`config.mk`:
```
export PLATFORM = sky130hd
export DESIGN_NAME = ranger_sched
export DESIGN_NICKNAME = d
export VERILOG_FILES = /design/src/rtl/ranger_sched.sv
export SDC_FILE = /design/constraint.sdc
export NUM_CORES = 1
export LEC_CHECK = 0
export CORE_MARGIN = 3
export CORE_UTILIZATION = 35
export DETAILED_ROUTE_END_ITERATION = 8
export PLACE_DENSITY = 0.61
export SYNTH_ARGS = -nofsm -noshare
export SYNTH_HDL_FRONTEND = slang
export SYNTH_SLANG_ARGS = --single-unit
```
`constraint.sdc`:
```
create_clock -name clk -period 3.3 [get_ports clk]
set_input_delay 0.825 -clock clk [delete_from_list [all_inputs] [get_ports clk]]
set_output_delay 0.825 -clock clk [all_outputs]
set_load 0.005 [all_outputs]
```
`src/rtl/ranger_sched.sv`:
```
// ranger_sched: round-robin ultrasonic ranging scheduler.
// Triggers one enabled sensor at a time, times its echo, hands the result
// over a valid/ready port, then waits a holdoff gap before the next trigger.
// Build option RANGER_DIST_EN adds meas_dist_mm (width * 11 >> 6, saturated)
// at the cost of one extra cycle before each result is presented.
module ranger_sched #(
    parameter int unsigned NUM_SENSORS    = 4,
    parameter int unsigned TRIG_CYCLES    = 500,
    parameter int unsigned ECHO_TIMEOUT   = 1900000,
    parameter int unsigned HOLDOFF_CYCLES = 3000000
) (
    input  logic                   clk,
    input  logic                   reset,
    input  logic                   enable,
    input  logic [NUM_SENSORS-1:0] sensor_mask,
    output logic [NUM_SENSORS-1:0] trig,
    input  logic [NUM_SENSORS-1:0] echo,
    output logic                   meas_valid,
    input  logic                   meas_ready,
    output logic [2:0]             meas_id,
    output logic [31:0]            meas_width,
    output logic                   meas_timeout,
    output logic                   busy
`ifdef RANGER_DIST_EN
    ,
    output logic [15:0]            meas_dist_mm
`endif
);

    localparam int unsigned IW = (NUM_SENSORS > 1) ? $clog2(NUM_SENSORS) : 1;

    localparam logic [31:0] TRIG_LAST = 32'(TRIG_CYCLES - 1);
    localparam logic [31:0] ECHO_LAST = 32'(ECHO_TIMEOUT - 1);
    localparam logic [31:0] ECHO_MAX  = 32'(ECHO_TIMEOUT);
    localparam logic [31:0] HOLD_LAST = 32'(HOLDOFF_CYCLES - 1);

    localparam logic [2:0] IDLE      = 3'd0;
    localparam logic [2:0] TRIG      = 3'd1;
    localparam logic [2:0] WAIT_RISE = 3'd2;
    localparam logic [2:0] MEASURE   = 3'd3;
    localparam logic [2:0] REPORT    = 3'd4;
    localparam logic [2:0] HOLDOFF   = 3'd5;
`ifdef RANGER_DIST_EN
    localparam logic [2:0] CALC      = 3'd6;
    localparam logic [2:0] RPT_ENTRY = CALC;
`else
    localparam logic [2:0] RPT_ENTRY = REPORT;
`endif

    logic [2:0]             state, state_n;
    logic [31:0]            cnt, cnt_n;
    logic [2:0]             sel, sel_n;
    logic [2:0]             last, last_n;
    logic [NUM_SENSORS-1:0] echo_s1, echo_s2;
    logic [NUM_SENSORS-1:0] trig_n;
    logic [2:0]             id_n;
    logic [31:0]            width_n;
    logic                   tmo_n;
    logic [2:0]             rr_next;
    logic                   hi_found, lo_found;
    logic [2:0]             hi_idx, lo_idx;
    logic                   echo_hit;
`ifdef RANGER_DIST_EN
    logic [15:0]            dist_n;
    logic [35:0]            dist_wide;

    assign dist_wide = (36'(meas_width) * 36'd11) >> 6;
`endif

    // Round-robin pick: first set mask bit above the last served index, else lowest set bit.
    always_comb begin
        hi_found = 1'b0;
        lo_found = 1'b0;
        hi_idx   = 3'd0;
        lo_idx   = 3'd0;
        for (int i = 0; i < int'(NUM_SENSORS); i++) begin
            if (sensor_mask[IW'(i)]) begin
                if (!lo_found) begin
                    lo_found = 1'b1;
                    lo_idx   = 3'(i);
                end
                if (!hi_found && (3'(i) > last)) begin
                    hi_found = 1'b1;
                    hi_idx   = 3'(i);
                end
            end
        end
        rr_next = hi_found ? hi_idx : lo_idx;
    end

    // Synchronized echo of the currently selected sensor.
    always_comb begin
        echo_hit = 1'b0;
        for (int i = 0; i < int'(NUM_SENSORS); i++) begin
            if (sel == 3'(i)) begin
                echo_hit = echo_s2[IW'(i)];
            end
        end
    end

    // Next-state and datapath decisions; result fields only change on the way into a report.
    always_comb begin
        state_n = state;
        cnt_n   = cnt;
        sel_n   = sel;
        last_n  = last;
        id_n    = meas_id;
        width_n = meas_width;
        tmo_n   = meas_timeout;
`ifdef RANGER_DIST_EN
        dist_n  = meas_dist_mm;
`endif
        case (state)
            IDLE: begin
                if (enable && (|sensor_mask)) begin
                    state_n = TRIG;
                    sel_n   = rr_next;
                    last_n  = rr_next;
                    cnt_n   = 32'd0;
                end
            end
            TRIG: begin
                if (cnt >= TRIG_LAST) begin
                    state_n = WAIT_RISE;
                    cnt_n   = 32'd0;
                end else begin
                    cnt_n = cnt + 32'd1;
                end
            end
            WAIT_RISE: begin
                if (echo_hit) begin
                    state_n = MEASURE;
                    cnt_n   = 32'd1;
                end else if (cnt >= ECHO_LAST) begin
                    state_n = RPT_ENTRY;
                    id_n    = sel;
                    width_n = 32'd0;
                    tmo_n   = 1'b1;
                    cnt_n   = 32'd0;
                end else begin
                    cnt_n = cnt + 32'd1;
                end
            end
            MEASURE: begin
                if (!echo_hit) begin
                    state_n = RPT_ENTRY;
                    id_n    = sel;
                    width_n = cnt;
                    tmo_n   = 1'b0;
                    cnt_n   = 32'd0;
                end else if (cnt >= ECHO_LAST) begin
                    state_n = RPT_ENTRY;
                    id_n    = sel;
                    width_n = ECHO_MAX;
                    tmo_n   = 1'b1;
                    cnt_n   = 32'd0;
                end else begin
                    cnt_n = cnt + 32'd1;
                end
            end
`ifdef RANGER_DIST_EN
            CALC: begin
                state_n = REPORT;
                dist_n  = (|dist_wide[35:16]) ? 16'hFFFF : dist_wide[15:0];
            end
`endif
            REPORT: begin
                if (meas_ready) begin
                    state_n = HOLDOFF;
                    cnt_n   = 32'd0;
                end
            end
            HOLDOFF: begin
                if (cnt >= HOLD_LAST) begin
                    state_n = IDLE;
                    cnt_n   = 32'd0;
                end else begin
                    cnt_n = cnt + 32'd1;
                end
            end
            default: begin
                state_n = IDLE;
                cnt_n   = 32'd0;
            end
        endcase
    end

    // Trigger is one-hot on the selected sensor for exactly the TRIG state cycles.
    always_comb begin
        trig_n = '0;
        for (int i = 0; i < int'(NUM_SENSORS); i++) begin
            trig_n[IW'(i)] = (state_n == TRIG) && (sel_n == 3'(i));
        end
    end

    // State, counters, echo synchronizers and registered outputs.
    always_ff @(posedge clk or posedge reset) begin
        if (reset) begin
            state        <= IDLE;
            cnt          <= 32'd0;
            sel          <= 3'd0;
            last         <= 3'(NUM_SENSORS - 1);
            echo_s1      <= '0;
            echo_s2      <= '0;
            trig         <= '0;
            meas_valid   <= 1'b0;
            meas_id      <= 3'd0;
            meas_width   <= 32'd0;
            meas_timeout <= 1'b0;
            busy         <= 1'b0;
`ifdef RANGER_DIST_EN
            meas_dist_mm <= 16'd0;
`endif
        end else begin
            state        <= state_n;
            cnt          <= cnt_n;
            sel          <= sel_n;
            last         <= last_n;
            echo_s1      <= echo;
            echo_s2      <= echo_s1;
            trig         <= trig_n;
            meas_valid   <= (state_n == REPORT);
            meas_id      <= id_n;
            meas_width   <= width_n;
            meas_timeout <= tmo_n;
            busy         <= (state_n != IDLE);
`ifdef RANGER_DIST_EN
            meas_dist_mm <= dist_n;
`endif
        end
    end

endmodule

```
==> metrics.csv <==
metric;value;unit
wirelength, routed;8800;µm
fmax;0.368;GHz
simple-gate share of the synthesized area;18.1;%
sequential fraction of the synthesis area;53.5;%
outcome;completed;
Starting Density;36.1;%
Yosys top cell area share;52.2;%
Detailed Routing Iterations Pass 1;4;
crit-path leading delay family;compound AO/OA/AOI/OAI gates;
Clock Power Share;27.8;%
TritonCTS clock tree;built;
Final Max Slew Viols;0;
Vias;3015;
Post-Synth XOR/XNOR Area;0.445;%
CTS Root Buffer Type;clkbuf_8;
Die W;112;µm
final period utilization;82.3;%
met3 Use GR;3.07;%
Slowest-stage cell, CP;dfrtp_1;
# fillers;1040;
Hold Crit Class;register to register;
via/cell ratio;5.33;
core region area;0.0109;mm²
fraction of layout cells with a size suffix above 1;12.0;%
All-Layer GR Usage;14.4;%
most instantiated cells after synthesis;dfrtp_1 (82), o21ai_0 (40), nor2_1 (26);
die area;0.0125;mm²
Data arrival, critical path;3.01;ns
# resized after CTS;0;
vias in the first global route;2933;
FF+latch count, synth;84;
WL/cell;15.5;µm
# diodes;0;
Net Sw Frac;34.4;%
Post-DRT Antenna Nets;0;
GPL Wtd Cong;0.827;
Slew HR;36.0;%
Worst setup EP type;register;
WS Path Type;register to register;
library cells used by synthesis;62;
Final Power;2.73;mW
# hold bufs at CTS;0;
layout net count;434;
die span in y;112;µm
antenna violations before repair;0;
part of the power in combinational logic;28.0;%
Post-DP HPWL;6110;µm
busiest grt layer;met2;
mux share of post-synthesis cell area;0.541;%
crit-path most repeated cell;a211o_1;
clock buffer depth;2;
Peak supply drop;0.000378;V
area grow syn2layout;20.6;%
port bufs;49;
worst-margin pin slew;0.951;ns
hold slack;0.360;ns
PD cells;575;mW/mm²
Synth area leader;dfrtp_1;
setup TNS;0;ns
GR Layer Usage met1;21.2;%
IO Pins;54;
r2r setup slk;0.58;ns
final setup violation count;0;
TritonCTS Buffers;9;
Post-Synth Adder-Cell Area;0.573;%
Synth Instances;375;
crit-path max FO;19;
Setup Skew;0.0138;ns
# clock sinks;84;
row count;38;
number of max-cap violations;0;
# H-tree levels;3;
Avg Cell Area, Syn;10.5;µm²
CP Cell Sequence;ha_1 > and3_4 > a211o_1 > a211o_1 > maj3_1 > nand2_2 > buf_4 > a22o_2;
Crit path largest cell delay;0.47;ns
leakage power;2.02;nW
crit path buf inv count;1;
Worst Path Required;3.59;ns
Post-DP Area;0.00454;mm²
most frequent cell after synthesis;dfrtp_1;
Switching Power;0.937;mW
RSZ-0062 raised after global routing;no;
first-pass GRT wire length;14900;µm
top cells by area, synth;dfrtp_1 (52%), o21ai_0 (5.1%), a22o_1 (4.5%);
met2 usage;21.3;%
crit path launch type;register;
post-synthesis compound-gate area fraction;21.6;%
First DRT Iteration DRCs;121;
top_reg_cell synth;dfrtp_1;
internal power;1.79;mW
Reg clk slew, reported paths;0.08;ns
drt drc;0;
Skew-Pair Late Insertion Delay;0.36;ns
synth warn;0;
min Tclk post-route;2.72;ns
Post-synth EDFFs;0;
largest family of logic cells by synthesized area;compound AO/OA/AOI/OAI gates;
sequential power share;44.2;%
Final Hold Vio Count;0;
largest net degree at the start of global routing;52;
netlist area before placement;0.00393;mm²
asr flop ratio synth;100;%
Post-CTS Setup Inserts;0;
Remaining Overflow, GRT;0;
Final Cell Area;0.00474;mm²
-- kinds of logic (layout without fill, tap and decap cells) --
group	Yosys count	after routing
simple gates	127	127
compound gates	119	119
flops	84	84
buf+inv	38	88
fa+ha+maj	2	2
xor+xnor	2	2
mux	2	2
other cells	1	2
-- layout by cell type, fill, tap and decap left out, types with 11 or more instances in the layout --
master           synthesis  layout
nor2_1                  26      26
a21oi_1                 16      16
inv_1                   12      11
a22o_1                  20      20
nand2_1                 24      24
clkdlybuf4s50_1          0      49
o21ai_0                 40      40
and2_1                  12      12
o2bb2ai_1               14      14
dfrtp_1                 82      82
nand3_1                 12      12
-- power by group through the flow --
stage / combinational (mW) / sequential (mW) / clock (mW)
floorplan: 0.538 / 1.20 / 0
global placement: 0.752 / 1.22 / 0
detailed placement: 0.766 / 1.23 / 0
CTS: 0.770 / 1.21 / 0.778
global route: 0.839 / 1.22 / 0.822
finish: 0.763 / 1.21 / 0.759
-- cell type report --
| type | count | area, µm² | area share, % |
|---|---|---|---|
| flip-flops and latches | 84 | 2100 | 44.4 |
| clock inverters | 4 | 56.3 | 1.19 |
| repair buffers | 60 | 586 | 12.3 |
| clock buffers | 12 | 145 | 3.06 |
| inverters | 12 | 46.3 | 0.976 |
| multi-input cells | 254 | 1630 | 34.4 |
| well taps | 140 | 175 | 3.69 |
-- worst register-to-register path, delay by kind of cell, from the launching register on --
family | cells | cell delay, ns
AO/OA/AOI/OAI | 3 | 0.87
adder cells (fa/ha/maj) | 2 | 0.72
AND/OR/NAND/NOR | 2 | 0.34
buffers and inverters | 1 | 0.25
flip-flops | 1 | 0.47
-- sequential cells by signal, indices dropped and copies added (netlist names) --
| name | cells |
|---|---|
| meas_width | 32 |
| trig | 2 |
| meas_timeout | 1 |
| busy | 1 |
| echo_s2 | 2 |
| state | 3 |
| meas_valid | 1 |
| sel | 3 |
| echo_s1 | 2 |
| last | 2 |
| cnt | 32 |
| meas_id | 3 |
-- per-layer routing --
layer | vias up | routed length [µm]
li1 | 1447 | -
met1 | 1479 | 4450
met2 | 74 | 3870
met3 | 15 | 348
met4 | 0 | 138
met5 | - | 0
-- worst paths after layout --
kind                                       from  cells past startpoint                          to
setup reg to reg             cnt[0]$_DFFE_PP0P_                      8   meas_width[2]$_DFFE_PP0P_
max in group asynchronous                 reset                      3         last[1]$_DFFE_PP1P_
setup / recovery             cnt[0]$_DFFE_PP0P_                      8   meas_width[2]$_DFFE_PP0P_
hold reg to reg            echo_s1[0]$_DFF_PP0_                      0        echo_s2[0]$_DFF_PP0_
hold / removal             echo_s1[0]$_DFF_PP0_                      0        echo_s2[0]$_DFF_PP0_
min in group asynchronous                 reset                      2  meas_width[22]$_DFFE_PP0P_
-- through the flow --
stage | instances | worst slack, ns | utilization, %
floorplan | 376 | 0.313 | -
CTS | 566 | 0.585 | 43.6
detailed placement | 550 | 0.427 | 41.7
finish | 566 | 0.584 | 43.6
global route | 566 | 0.436 | 43.6
global placement | 550 | 0.440 | 41.7
Note: power is estimated with default switching activity, not from simulation.
